[src/rtl/pc_pkg.sv]
// pc_pkg: shared types and constants for the fetch-stage program counter.
// Defines the 3-bit op encoding, the stack sizing helper and defaults.
package pc_pkg;

  typedef enum logic [2:0] {
    OP_NEXT   = 3'd0,
    OP_JUMP   = 3'd1,
    OP_BRANCH = 3'd2,
    OP_CALL   = 3'd3,
    OP_RET    = 3'd4,
    OP_HOLD   = 3'd5
  } pc_op_t;

  localparam int unsigned OP_W = 3;

  localparam logic [OP_W-1:0] OPC_NEXT   = 3'd0;
  localparam logic [OP_W-1:0] OPC_JUMP   = 3'd1;
  localparam logic [OP_W-1:0] OPC_BRANCH = 3'd2;
  localparam logic [OP_W-1:0] OPC_CALL   = 3'd3;
  localparam logic [OP_W-1:0] OPC_RET    = 3'd4;
  localparam logic [OP_W-1:0] OPC_HOLD   = 3'd5;

  localparam int unsigned DEF_PC_W     = 6;
  localparam int unsigned DEF_DEPTH    = 4;
  localparam int unsigned DEF_RESET_PC = 0;

  // Index width for an array of n entries; never zero.
  function automatic int unsigned idx_w(input int unsigned n);
    return (n > 1) ? $clog2(n) : 1;
  endfunction

endpackage

[src/rtl/pc_ret_stack.sv]
// pc_ret_stack: LIFO return-address stack with async active-low reset.
// Ports: push_i/pop_i/data_i in; top_o/empty_o/full_o out, from count.
module pc_ret_stack
  import pc_pkg::*;
#(
  parameter int unsigned W     = 6,
  parameter int unsigned DEPTH = 4
) (
  input  logic         clk,
  input  logic         rst_n,
  input  logic         push_i,
  input  logic         pop_i,
  input  logic [W-1:0] data_i,
  output logic [W-1:0] top_o,
  output logic         empty_o,
  output logic         full_o
);

  localparam int unsigned CW = $clog2(DEPTH + 1);
  localparam int unsigned IW = idx_w(DEPTH);
  localparam logic [CW-1:0] FULL_CNT = CW'(DEPTH);

  logic [W-1:0]  mem_q [DEPTH];
  logic [CW-1:0] cnt_q;
  logic [CW-1:0] cnt_d;
  logic [IW-1:0] wr_idx;
  logic [IW-1:0] top_idx;
  logic          do_push;
  logic          do_pop;

  assign empty_o = (cnt_q == '0);
  assign full_o  = (cnt_q == FULL_CNT);

  // Guard here too so the stack stays consistent even if misused.
  assign do_push = push_i && !full_o && !pop_i;
  assign do_pop  = pop_i && !empty_o && !push_i;

  assign wr_idx  = IW'(cnt_q);
  assign top_idx = IW'(cnt_q - CW'(1));

  // Empty stack exposes zero rather than a stale slot.
  assign top_o = empty_o ? '0 : mem_q[top_idx];

  always_comb begin
    cnt_d = cnt_q;
    if (do_push) cnt_d = cnt_q + CW'(1);
    else if (do_pop) cnt_d = cnt_q - CW'(1);
  end

  always_ff @(posedge clk or negedge rst_n) begin
    if (!rst_n) begin
      cnt_q <= '0;
      for (int i = 0; i < int'(DEPTH); i++) begin
        mem_q[i] <= '0;
      end
    end else begin
      cnt_q <= cnt_d;
      if (do_push) mem_q[wr_idx] <= data_i;
    end
  end

endmodule

[src/rtl/pc_unit.sv]
// pc_unit: fetch-stage PC with jump, branch, hold and call/return stack.
// Ports: clk, reset(n), en, op, target, offset, err_clr in; pc, flags out.
module pc_unit
  import pc_pkg::*;
#(
  parameter int unsigned PC_W        = DEF_PC_W,
  parameter int unsigned STACK_DEPTH = DEF_DEPTH,
  parameter int unsigned RESET_PC    = DEF_RESET_PC
) (
  input  logic            clk,
  input  logic            reset,
  input  logic            en,
  input  logic [2:0]      op,
  input  logic [PC_W-1:0] target,
  input  logic [PC_W-1:0] offset,
  input  logic            err_clr,
  output logic [PC_W-1:0] pc,
  output logic            stack_empty,
  output logic            stack_full,
  output logic            overflow,
  output logic            underflow
);

  localparam logic [PC_W-1:0] RST_PC = PC_W'(RESET_PC);

  logic [PC_W-1:0] pc_q;
  logic [PC_W-1:0] pc_d;
  logic [PC_W-1:0] pc_inc;
  logic [PC_W-1:0] pc_br;
  logic [PC_W-1:0] top;
  logic            ovf_q;
  logic            ovf_d;
  logic            unf_q;
  logic            unf_d;
  logic            push;
  logic            pop;
  logic            ovf_set;
  logic            unf_set;
  logic            empty;
  logic            full;

  // Modular add covers signed offsets and both wrap directions.
  assign pc_inc = pc_q + PC_W'(1);
  assign pc_br  = pc_q + offset;

  pc_ret_stack #(
    .W     (PC_W),
    .DEPTH (STACK_DEPTH)
  ) u_stack (
    .clk     (clk),
    .rst_n   (reset),
    .push_i  (push),
    .pop_i   (pop),
    .data_i  (pc_inc),
    .top_o   (top),
    .empty_o (empty),
    .full_o  (full)
  );

  always_comb begin
    pc_d    = pc_q;
    push    = 1'b0;
    pop     = 1'b0;
    ovf_set = 1'b0;
    unf_set = 1'b0;
    if (en) begin
      case (op)
        OPC_NEXT:   pc_d = pc_inc;
        OPC_JUMP:   pc_d = target;
        OPC_BRANCH: pc_d = pc_br;
        OPC_CALL: begin
          if (full) begin
            ovf_set = 1'b1;
          end else begin
            push = 1'b1;
            pc_d = target;
          end
        end
        OPC_RET: begin
          if (empty) begin
            unf_set = 1'b1;
          end else begin
            pop  = 1'b1;
            pc_d = top;
          end
        end
        default: pc_d = pc_q;
      endcase
    end
  end

  // A new error in the clear cycle wins over the clear.
  always_comb begin
    ovf_d = ovf_q;
    unf_d = unf_q;
    if (err_clr) begin
      ovf_d = 1'b0;
      unf_d = 1'b0;
    end
    if (ovf_set) ovf_d = 1'b1;
    if (unf_set) unf_d = 1'b1;
  end

  always_ff @(posedge clk or negedge reset) begin
    if (!reset) begin
      pc_q  <= RST_PC;
      ovf_q <= 1'b0;
      unf_q <= 1'b0;
    end else begin
      pc_q  <= pc_d;
      ovf_q <= ovf_d;
      unf_q <= unf_d;
    end
  end

  assign pc          = pc_q;
  assign stack_empty = empty;
  assign stack_full  = full;
  assign overflow    = ovf_q;
  assign underflow   = unf_q;

endmodule
[config.mk]
export PLATFORM = sky130hd
export DESIGN_NAME = pc_unit
export DESIGN_NICKNAME = d
export VERILOG_FILES = /design/src/rtl/pc_pkg.sv /design/src/rtl/pc_ret_stack.sv /design/src/rtl/pc_unit.sv
export SDC_FILE = /design/constraint.sdc
export NUM_CORES = 1
export LEC_CHECK = 0
export CORE_ASPECT_RATIO = 0.7
export CORE_MARGIN = 1
export CORE_UTILIZATION = 55
export CTS_CLUSTER_SIZE = 12
export DETAILED_ROUTE_END_ITERATION = 8
export HOLD_SLACK_MARGIN = 0.06
export PLACE_DENSITY = 0.77
export SETUP_SLACK_MARGIN = 0.15
export SLEW_MARGIN = 5
export SYNTH_ARGS = -nofsm -noshare
export SYNTH_HDL_FRONTEND = slang
export SYNTH_HIERARCHICAL = 1
export SYNTH_SLANG_ARGS = --single-unit
[constraint.sdc]
create_clock -name clk -period 7 [get_ports clk]
set_input_delay 0.7 -clock clk [delete_from_list [all_inputs] [get_ports clk]]
set_output_delay 0.7 -clock clk [all_outputs]
set_load 0.03 [all_outputs]
**After elaboration in Yosys (flattened, before gate mapping)**

Cells that the tools add are included.

- Add/subtract/negate cells: 4
- $lt $le $gt $ge: 3
- Eq/ne operators: 7
- Muxes and demuxes: 26
- Bitwise operators: 2
- Reduce and logical (&&, ||, !) cells: 16

Operators by type and width:

| cell | number |
|---|---|
| two-way mux 6 bit | 5 |
| case mux 6 bit (5 select lines) | 1 |
| bitwise mux 24 bit | 1 |
| two-way mux 1 bit | 15 |
| binary-select mux 6 bit (select 2 bit) | 1 |
| demux 6 bit (select 2 bit) | 1 |
| adder 6 x 1 -> 6 bit (second input constant) | 1 |
| adder 6 bit | 1 |
| equality test 3 x 2 -> 1 bit (second input constant) | 2 |
| equality test 3 bit (second input constant) | 2 |
| greater-or-equal comparator 3 bit (second input constant) | 2 |
| zero test 3 bit | 2 |
| two-way mux 3 bit | 2 |
| inverter 2 -> 3 bit | 2 |
| nonzero test 2 bit | 3 |
| logical AND 1 bit | 5 |
| nonzero test 5 bit | 1 |
| zero test 1 bit | 4 |
| inequality test 2 bit (second input constant) | 2 |
| AND reduction 4 bit | 1 |
| adder 3 x 1 -> 3 bit (second input constant) | 1 |
| equality test 3 x 1 -> 1 bit (second input constant) | 1 |
| less-than comparator 3 x 1 -> 1 bit (second input constant) | 1 |
| subtractor 3 x 1 -> 3 bit (second input constant) | 1 |

- Register bits after elaboration: 35
- Input port bits: 19
- Output and inout port bits: 10
- Logic and storage cells: 66

**Depth between registers and ports, before layout**

Gate-level depths: netlist of run 1.

- Depth after elaboration: 8
- Mapped depth: 11
- Mapped depth without buffers: 9

**By module**

Netlist of run 1, hierarchy kept.

By module, submodules not included:

| module | times used | cells each | area each (µm²) | seq. area each (µm²) |
|---|---|---|---|---|
| pc_ret_stack | 1 | 99 | 1400.1 | 675.6 |
| pc_unit | 1 | 120 | 992.2 | 200.2 |

**Least setup slack after synthesis of run 1**

No wires, ideal clock.

- Kind: flip-flop to flip-flop
- Start point: register u_stack.cnt_q[0]
- End point: register u_stack/mem_q[18] (netlist bit)
- Setup time: 125 ps
- Arrival: 2404 ps
- Data required time: 6875 ps
- Slack: 4472 ps
- Stages on the path, launching flop included: 11
- Buffers on the path: 2
- Period minus slack after synthesis: 2528 ps
- Cell sequence: dfrtp_1 -> buf_2 -> inv_1 -> ha_1 -> nand2_1 -> inv_1 -> nor2_1 -> and2b_4 -> and2_4 -> buf_6 -> mux2_2

- Word-level cells in the longest chain between the ends: 6
- Elaborated cells between the ends (all ways): 19
- Classes of those cells: order compare (2); eq/ne (1); mux (9); bitwise (1); reduce/logical (6)

Ends and longest elaborated chain:

| element | RTL line | source |
|---|---|---|
| from (decl) | pc_ret_stack.sv:24 | `logic [CW-1:0] cnt_q;` |
| from (signal assigned) | pc_ret_stack.sv:57 | `cnt_q <= cnt_d;` |
| equality test 3 bit | pc_ret_stack.sv:32 | `assign full_o = (cnt_q == FULL_CNT);` |
| net stack_full | pc_unit.sv:19 | `output logic stack_full,` |
| two-way mux 1 bit | pc_unit.sv:72 | `if (full) begin` |
| two-way mux 1 bit | pc_unit.sv:67 | `case (op)` |
| two-way mux 1 bit | pc_unit.sv:66 | `if (en) begin` |
| net push | pc_unit.sv:35 | `logic push;` |
| logical AND 1 bit (2 in a row) | pc_ret_stack.sv:35 | `assign do_push = push_i && !full_o && !pop_i;` |
| to (signal, indexed assignment) | pc_ret_stack.sv:58 | `if (do_push) mem_q[wr_idx] <= data_i;` |
| to (decl) | pc_ret_stack.sv:23 | `logic [W-1:0] mem_q [DEPTH];` |

The timed path passes the listed nets, and every way through them passes these cells.
A chain may end at the register's enable or synchronous reset.

**Worst setup path in the final report of run 1**

- Start point: register u_stack.cnt_q[0]
- End point: output port stack_full

- Word-level cells in the longest chain between the ends: 1

Ends and longest elaborated chain:

| element | RTL line |
|---|---|
| equality test 3 bit | pc_ret_stack.sv:32 |
| to (decl) | pc_unit.sv:19 |

No other way between the ends.

==> summary.md, run 1 <==
| Metric | Value |
|---|---|
| Largest area contributor in the netlist | dfrtp_1 |
| Std-Cell Rows | 19 |
| Setup crit end kind | output port |
| Initial Util | 0.5920 |
| # DRC | 0 |
| Mapped cell area | 2392 um2 |
| 1st-pass router iterations | 4 |
| Unrepaired setup endpoints after global routing | false |
| Initial drt markers | 108 |
| Synth Instances | 219 |
| Initial antenna violation count | 0 |
| Die X | 80.83 um |
| DP Wirelength | 3.768 mm |
| Distinct cells, synth | 58 |
| Total Nets Final | 276 |
| Number of max-cap violations | 0 |
| Worst rel slew slack | 0.4104 |
| Core ar. | 4041 um2 |
| Most used DFF post-synth | dfrtp_1 |
| Clock slew at reported path FFs | 0.08 ns |
| Total CTS buffers | 5 |
| Clock period minus worst slack | 3.164 ns |
| M1 WL | 2.618 mm |
| Clock group share of total power | 0.177 |
| Die area | 4622 um2 |
| P per Cell Area | 384.4 nW/um2 |
| Inst Count DP | 290 |
| Setup Skew | 0.003955 ns |
| Vias in the first global route | 1773 |
| Vias per inst | 6.121 |
| Fill cells | 330 |
| Sequential share of the synthesized area | 0.3661 |
| Clock Path Buffers | 2 |
| Mean post-synth cell area | 10.92 um2 |
| Max IR drop VDD | 0.0002388 V |
| Worst Path Required | 6.30 ns |
| Hold_buf cts | 0 |
| Post-CTS Setup Inserts | 0 |
| Final setup fails | 0 |
| Critical Path AT | 2.46 ns |
| PortBufs | 28 |
| Layout cells sized above 1 | 0.2358 |
| ANT nets after route | 0 |
| Drt total wl | 5.222 mm |
| N_diodes | 0 |
| Most frequent cells in the layout | dfrtp_1 (35), clkdlybuf4s50_1 (28), mux2_2 (26) |
| #FFs+latches synth | 35 |
| H-tree levels | 2 |
| Worst Max-Slew Pin Slew | 0.8785 ns |
| TNS Setup | 0 ns |
| Post-synth EDFFs | 0 |
| CTS Sinks | 35 |
| Footprint of the multi-input gates | 1406 um2 |
| Critical path class | reg2out |
| Total gr overflow | 0 |
| Slew Viols, Final | 0 |
| Highest Signal Layer | met4 |
| Met2 wire length | 2.236 mm |
| Post-Syn Nets | 250 |
| Status | complete, no violations |
| Logic pwr share | 0.480 |
| Crit-path max FO | 10 |
| Gpl congestion | 0.8070 |
| Internal power | 651.8 uW |
| Switching Share | 0.3910 |
| Top-area cell type share of the netlist area | 0.3661 |
| CTS tree | done |
| Sequential power share | 0.343 |
| Asr flop ratio synth | 1.000 |
| Worst min path class | reg2reg |
| Area grow syn2layout | 16.37% |
| Post-Layout Cell Count | 298 |
| Post-CTS sizing | 0 |
| Maximum clock frequency | 316.1 MHz |
| Clk Latency, worst-skew pair | 0.29 ns |
| WL/cell | 17.52 um |
| Leakage | 1.164 nW |
| Syn. warnings | 6 |
| Crit start category | flip-flop |
| # IOs | 29 |
| Final period utilization | 0.4520 |
| Fin. Hold Viols | 0 |
| Sw power | 418.4 uW |
| CTS root buffer | clkbuf_8 |
| Die Y | 57.18 um |
| Area contributors post-synth | dfrtp_1 (37%), mux2_2 (12%), ha_1 (5.8%) |
| Total track usage | 0.2682 |
| Commonest non-fill, non-tap cell in the layout | dfrtp_1 |
| Pin count of the biggest net entering global routing | 36 |
| FF+latch area | 875.8 um2 |
| Total vias in the final route | 1824 |
| First-pass GRT wire length | 9.128 mm |
| DR WL met3 | 343 um |
-- stage by stage --
stage                 util  worst slack (ns)  hold slack, ns  power, mW  instance area [um2]
global route        0.6889             3.651          0.5347      1.152                 2784
finish              0.6889             3.836          0.5099      1.070                 2784
global placement    0.6604             3.685          0.4844     0.8691                 2669
CTS                 0.6889             3.816          0.5099      1.075                 2784
detailed placement  0.6604             3.587          0.4908     0.8785                 2669
floorplan                -             4.472          0.4044     0.7309                 2392
-- registers in the layout, summed over array words and instances (netlist names) --
| signal | flops |
|---|---|
| overflow | 1 |
| pc | 6 |
| u_stack/cnt_q | 3 |
| u_stack/mem_q | 24 |
| underflow | 1 |
-- cells by family after synthesis --
family                   share of synthesized area
AO/OA/AOI/OAI                               0.1234
XOR/XNOR                                   0.02929
adder cells (fa/ha/maj)                    0.06590
buffers and inverters                      0.04602
flip-flops                                  0.3661
multiplexers                                0.1961
AND/OR/NAND/NOR                             0.1731
-- area by class of cell --
type / instances / area share
clock buffers: 5 / 0.02472
clock inverters: 3 / 0.01663
inverters: 9 / 0.01213
multi-input cells: 165 / 0.5052
flip-flops and latches: 35 / 0.3146
well taps: 52 / 0.02337
repair buffers: 29 / 0.1034
-- power by group through the flow --
stage / Clock, mW / Combinational [mW] / Sequential [mW]
final: 0.189 / 0.514 / 0.367
after global routing: 0.203 / 0.565 / 0.384
after CTS: 0.195 / 0.513 / 0.367
after detailed placement: 0 / 0.510 / 0.369
after global placement: 0 / 0.503 / 0.366
after floorplan: 0 / 0.372 / 0.359
-- worst paths after layout --
path                            slack [ns]  cells after the start               end             start
worst max-delay path                  3.84                      5        stack_full  u_stack/cnt_q[0]
worst min-delay path                  0.51                      1  u_stack/mem_q[3]  u_stack/mem_q[3]
worst max register to register        4.07                      8  u_stack/mem_q[1]  u_stack/cnt_q[0]
worst min register to register        0.51                      1  u_stack/mem_q[3]  u_stack/mem_q[3]
max in group asynchronous             5.87                      2  u_stack/mem_q[1]             reset
min in group asynchronous             0.82                      2  u_stack/cnt_q[1]             reset
-- critical path, stage by stage (launching register included) --
cell and delay, ns:
dfrtp_1 0.58, inv_1 0.20, ha_1 0.35, nand2_1 0.18, inv_1 0.17, clkdlybuf4s50_1 0.69
-- cell usage after synthesis, types with 2 or more instances --
| master | instances |
|---|---|
| buf_6 | 4 |
| inv_1 | 8 |
| o221ai_1 | 2 |
| mux4_2 | 6 |
| nor2_1 | 7 |
| o22ai_1 | 3 |
| a21oi_1 | 16 |
| nand2b_1 | 2 |
| xnor2_1 | 5 |
| nand2_1 | 7 |
| nor2b_1 | 6 |
| mux2i_1 | 3 |
| nand3b_1 | 5 |
| dfrtp_1 | 35 |
| mux2_2 | 26 |
| o21ai_0 | 4 |
| ha_1 | 11 |
| nand3_1 | 9 |
| or3b_2 | 3 |
| a21o_1 | 2 |
| a211oi_1 | 3 |
| nor4b_1 | 3 |
| nor3_1 | 2 |
| nor3b_1 | 3 |
| and2_2 | 6 |
| xor2_1 | 3 |
| buf_2 | 4 |
-- layer usage --
layer | global-route usage | up-vias
met5 | 0 | -
met4 | 0.06122 | 0
met3 | 0.06720 | 2
met2 | 0.3685 | 62
met1 | 0.4214 | 897
li1 | - | 863
Note: power is estimated with default switching activity, not from simulation.
==> inputs of run 2 (changes only) <==
==> constraint.sdc (replaced) <==
create_clock -name clk -period 3 [get_ports clk]
set_input_delay 0.3 -clock clk [delete_from_list [all_inputs] [get_ports clk]]
set_output_delay 0.3 -clock clk [all_outputs]
set_load 0.03 [all_outputs]
==> summary.md, run 2 (synthesized netlist as in run 1, its figures left out) <==
| Metric | Value |
|---|---|
| P per Cell Area | 852.7 nW/um2 |
| Status | complete, no violations |
| Fill cells | 315 |
| Post-Layout Cell Count | 303 |
| Post-CTS sizing | 0 |
| Design Area, Final | 2796 um2 |
| Std-Cell Rows | 19 |
| Clk Latency, worst-skew pair | 0.28 ns |
| Worst rel slew slack | 0.6740 |
| R2R Path Start | u_stack/cnt_q[1] |
| CTS root buffer | clkbuf_8 |
| Clock slew at reported path FFs | 0.07 ns |
| Max reg flops | 24 |
| Post-CTS Setup Inserts | 0 |
| Unrepaired setup endpoints after global routing | false |
| Vias in the first global route | 1806 |
| Crit-path max FO | 7 |
| Total vias in the final route | 1824 |
| Crit start category | flip-flop |
| Critical Path Max Stage Delay | 0.69 ns |
| Max IR drop VDD | 0.0005231 V |
| Drt total wl | 5.132 mm |
| Final period utilization | 0.8340 |
| Clock Path Buffers | 2 |
| Inst Count DP | 296 |
| Area grow syn2layout | 16.89% |
| Top cell by count, worst path | inv_1 |
| Total track usage | 0.2570 |
| Total gr overflow | 0 |
| Most frequent cells in the layout | dfrtp_1 (35), clkdlybuf4s50_1 (28), mux2_2 (26) |
| Die area | 4622 um2 |
| Worst Max-Slew Pin Slew | 0.4853 ns |
| Number of max-cap violations | 0 |
| Pre-CTS setup slack | 0.3668 ns |
| Die X | 80.83 um |
| Initial drt markers | 62 |
| DP Wirelength | 3.823 mm |
| Maximum clock frequency | 399.7 MHz |
| Leakage | 1.182 nW |
| WP buf/inv | 3 |
| WL/cell | 16.94 um |
| Fin. Hold Viols | 0 |
| First-pass GRT wire length | 8.894 mm |
| Critical Path AT | 2.20 ns |
| # DRC | 0 |
| Clock period minus worst slack | 2.502 ns |
| Total Power | 2.384 mW |
| TNS Setup | 0 ns |
| # IOs | 29 |
| Worst min path class | in2async |
| Setup Skew | 0.005270 ns |
| Setup slack after layout | 0.4981 ns |
| H-tree levels | 2 |
| Vias per inst | 6.020 |
| Initial antenna violation count | 0 |
| Core ar. | 4041 um2 |
| Crit-path cells | inv_1, ha_1, nand2_1, inv_1, clkdlybuf4s50_1 |
| Initial Util | 0.5920 |
| ANT nets after route | 0 |
| Top Family by Delay on Critical Path | buffers and inverters |
| 1st-pass router iterations | 4 |
| CTS tree | done |
| Biggest register | u_stack/mem_q |
| Hold_buf cts | 0 |
| CTS Sinks | 35 |
| Commonest non-fill, non-tap cell in the layout | dfrtp_1 |
| CP startpoint | u_stack/cnt_q[1] |
| Placed cell areas | 2714 um2 |
| Gpl congestion | 0.8044 |
| Total Nets Final | 282 |
| Setup crit end kind | output port |
| Die Y | 57.18 um |
| Layout cells sized above 1 | 0.2510 |
| Critical path class | reg2out |
| Pin count of the biggest net entering global routing | 36 |
| PortBufs | 28 |
| Slew Viols, Final | 0 |
| Final setup fails | 0 |
| CP max-delay cell | clkdlybuf4s50_1 |
| Worst Path Required | 2.70 ns |
| Total CTS buffers | 5 |
| N_diodes | 0 |
## run 2: cell types whose count changed in the layout (fill, tap and decap cells not counted), sizes merged
cell      change
clkinvlp      -1
bufinv        -1
clkinv        +2
buf           +6
inv           -1
## run 2: layout make-up
class / count / area [um2] / share of cell area
Timing Repair Buffer: 35 / 332.8 / 0.1190
Multi-Input combinational cell: 165 / 1406 / 0.5029
Inverter: 9 / 33.78 / 0.01208
Clock buffer: 5 / 68.82 / 0.02461
Sequential cell: 35 / 875.8 / 0.3132
Clock inverter: 2 / 13.76 / 0.004922
Tap cell: 52 / 65.06 / 0.02327
## run 2: stage by stage
stage                     hold slack [ns]    util
after CTS                          0.4448  0.6920
after detailed placement           0.4921  0.6715
after floorplan                  0.004409       -
final                              0.4307  0.6920
after global placement             0.4821  0.6715
after global routing               0.4969  0.6920
## run 2: routing by layer
metal	part of all wire	track usage
met5	0	0
met4	0.0019	0.03316
met3	0.048	0.04960
met2	0.44	0.3878
met1	0.51	0.3954
## run 2: worst paths after layout
path / endpoint / cells past startpoint / slack, ns
worst min register to register: u_stack/mem_q[12] / 1 / 0.51
worst max register to register: u_stack/mem_q[1] / 8 / 0.52
min in group clk: u_stack/mem_q[12] / 1 / 0.51
max in group asynchronous: u_stack/mem_q[13] / 2 / 2.24
worst max-delay path: stack_full / 5 / 0.50
worst min-delay path: u_stack/cnt_q[2] / 2 / 0.43
## run 2: power breakdown
part / total (mW) / switching (mW) / internal (mW)
Clock: 0.328 / 0.169 / 0.159
Sequential: 0.824 / 0.168 / 0.656
Combinational: 1.23 / 0.605 / 0.628
==> inputs of run 3 (changes only) <==
--- a/config.mk
+++ b/config.mk
@@ -7,11 +7,11 @@
 export LEC_CHECK = 0
 export CORE_ASPECT_RATIO = 0.7
 export CORE_MARGIN = 1
-export CORE_UTILIZATION = 55
+export CORE_UTILIZATION = 50
 export CTS_CLUSTER_SIZE = 12
 export DETAILED_ROUTE_END_ITERATION = 8
 export HOLD_SLACK_MARGIN = 0.06
-export PLACE_DENSITY = 0.77
+export PLACE_DENSITY = 0.74
 export SETUP_SLACK_MARGIN = 0.15
 export SLEW_MARGIN = 5
 export SYNTH_ARGS = -nofsm -noshare
==> constraint.sdc (replaced) <==
create_clock -name clk -period 2.24 [get_ports clk]
set_input_delay 0.224 -clock clk [delete_from_list [all_inputs] [get_ports clk]]
set_output_delay 0.224 -clock clk [all_outputs]
set_load 0.03 [all_outputs]
==> summary.md, run 3 (synthesized netlist as in run 1, its figures left out) <==
| Metric | Value |
|---|---|
| P per Cell Area | 1190 nW/um2 |
| Sw power | 1.355 mW |
| Pin count of the biggest net entering global routing | 36 |
| Crit start category | flip-flop |
| Total Nets Final | 295 |
| Gpl congestion | 0.8176 |
| Std-Cell Rows | 20 |
| Number of max-cap violations | 0 |
| Switching Share | 0.3771 |
| Clock slew at reported path FFs | 0.07 ns |
| Clk Latency, worst-skew pair | 0.29 ns |
| Top Family by Delay on Critical Path | multiplexers |
| Fin. Hold Viols | 0 |
| Logic pwr share | 0.538 |
| Initial drt markers | 101 |
| Die X | 84.68 um |
| Area grow syn2layout | 26.26% |
| Vias in the first global route | 1821 |
| PortBufs | 28 |
| Total CTS buffers | 5 |
| H-tree levels | 2 |
| Drt total wl | 5.402 mm |
| Total track usage | 0.2320 |
| First-pass GRT wire length | 8.763 mm |
| Crit-path max FO | 9 |
| Worst Path Required | 2.42 ns |
| Core ar. | 4454 um2 |
| Critical Path Max Stage Delay | 0.50 ns |
| WL/cell | 16.88 um |
| # DRC | 0 |
| Clock Path Buffers | 2 |
| CTS tree | done |
| Worst Max-Slew Pin Slew | 0.4626 ns |
| Initial Util | 0.5371 |
| Hold_buf cts | 0 |
| Leakage | 1.291 nW |
| Final setup fails | 0 |
| Critical path class | reg2reg |
| Biggest register | u_stack/mem_q |
| Layout cells sized above 1 | 0.3321 |
| Maximum clock frequency | 486.5 MHz |
| M1 WL | 2.766 mm |
| Clock period minus worst slack | 2.056 ns |
| Max reg flops | 24 |
| Die Y | 59.87 um |
| CTS root buffer | clkbuf_8 |
| Slew Viols, Final | 0 |
| Worst min path class | in2async |
| CTS Sinks | 35 |
| Worst rel slew slack | 0.6916 |
| ANT nets after route | 0 |
| Sequential power share | 0.302 |
| Highest Signal Layer | met4 |
| Final core occ | 0.6781 |
| # IOs | 29 |
| Total vias in the final route | 1898 |
| Total gr overflow | 0 |
| N_diodes | 0 |
| Met2 wire length | 2.373 mm |
| Placed cell areas | 2897 um2 |
| Crit-path cells | buf_12, mux4_2, and2_2, nand2_1, nor2_1, a21oi_1, o221ai_1, mux2_4 |
| Vias per inst | 5.931 |
| R2R Path Start | u_stack/cnt_q[0] |
| Commonest non-fill, non-tap cell in the layout | dfrtp_1 |
| Initial antenna violation count | 0 |
| Internal power | 2.239 mW |
| DP Wirelength | 3.990 mm |
| CP startpoint | u_stack/cnt_q[0] |
| Final period utilization | 0.9177 |
| Unrepaired setup endpoints after global routing | true |
| Most frequent cells in the layout | dfrtp_1 (34), clkdlybuf4s50_1 (26), mux2_2 (20) |
| Critical Path AT | 2.24 ns |
| DR WL met3 | 226 um |
| Setup Skew | 0.005415 ns |
| 1st-pass router iterations | 6 |
| WP buf/inv | 1 |
| Die area | 5069 um2 |
| CP max-delay cell | mux4_2 |
| TNS Setup | 0 ns |
| Design Area, Final | 3020 um2 |
| Status | complete, no violations |
| Clock group share of total power | 0.160 |
| Max IR drop VDD | 0.0005712 V |
| Setup crit end kind | flip-flop |
| Fill cells | 361 |
run 3: cell count changes in the layout (fill, tap and decap cells not counted), sizes merged:
cell,before,now
buf,7,20
clkdlybuf4s50,28,26
dlygate4sd2,0,2
bufinv,0,1
clkinvlp,0,1
inv,9,8
run 3: final timing paths:
path	to	slack, ns	cells after the start
worst max-delay path	pc[0]	0.18	8
worst min-delay path	overflow	0.34	2
worst max register to register	pc[0]	0.18	8
worst min register to register	u_stack/mem_q[0]	0.50	1
max in group asynchronous	u_stack/cnt_q[0]	1.55	2
min in group clk	u_stack/mem_q[0]	0.50	1
run 3: cell type report:
class	count	area, um2	share of cell area
Timing Repair Buffer	48	440.4	0.1458
Clock inverter	3	43.79	0.01450
Multi-Input combinational cell	165	1479	0.4896
Clock buffer	5	68.82	0.02278
Sequential cell	35	877.1	0.2904
Tap cell	55	68.82	0.02278
Inverter	9	42.54	0.01408
run 3: what timing repair did:
| action | 4_1_cts | 5_1_grt |
|---|---|---|
| endpoints found under the setup margin | 3 | 8 |
| endpoints found under the hold margin | 0 | 0 |
| buffers inserted | 0 | 1 |
| resized for setup | 3 | 2 |
| pin swaps | 0 | 1 |
run 3: stage by stage:
stage	hold slack (ns)	setup WS, ns	power (mW)	std cells
global placement	0.4823	0.06741	2.979	311
CTS	0.3529	0.1585	3.600	319
floorplan	-0.07159	0.1145	2.445	219
global route	0.3975	0.07318	3.839	320
finish	0.3421	0.1844	3.594	320
detailed placement	0.4929	0.03402	3.012	311
run 3: layer usage:
layer | vias to the layer above | track usage
met5 | - | 0
met4 | 0 | 0.05327
met3 | 6 | 0.05525
met2 | 46 | 0.3554
met1 | 941 | 0.3369
li1 | 905 | -
run 3: power groups by stage:
stage	clock, mW	sequential, mW	combinational, mW
3_5_place_dp	0	1.09	1.92
3_3_place_gp	0	1.07	1.91
4_1_cts	0.598	1.08	1.92
2_1_floorplan	0	1.13	1.32
5_1_grt	0.621	1.12	2.10
6_report	0.574	1.09	1.93
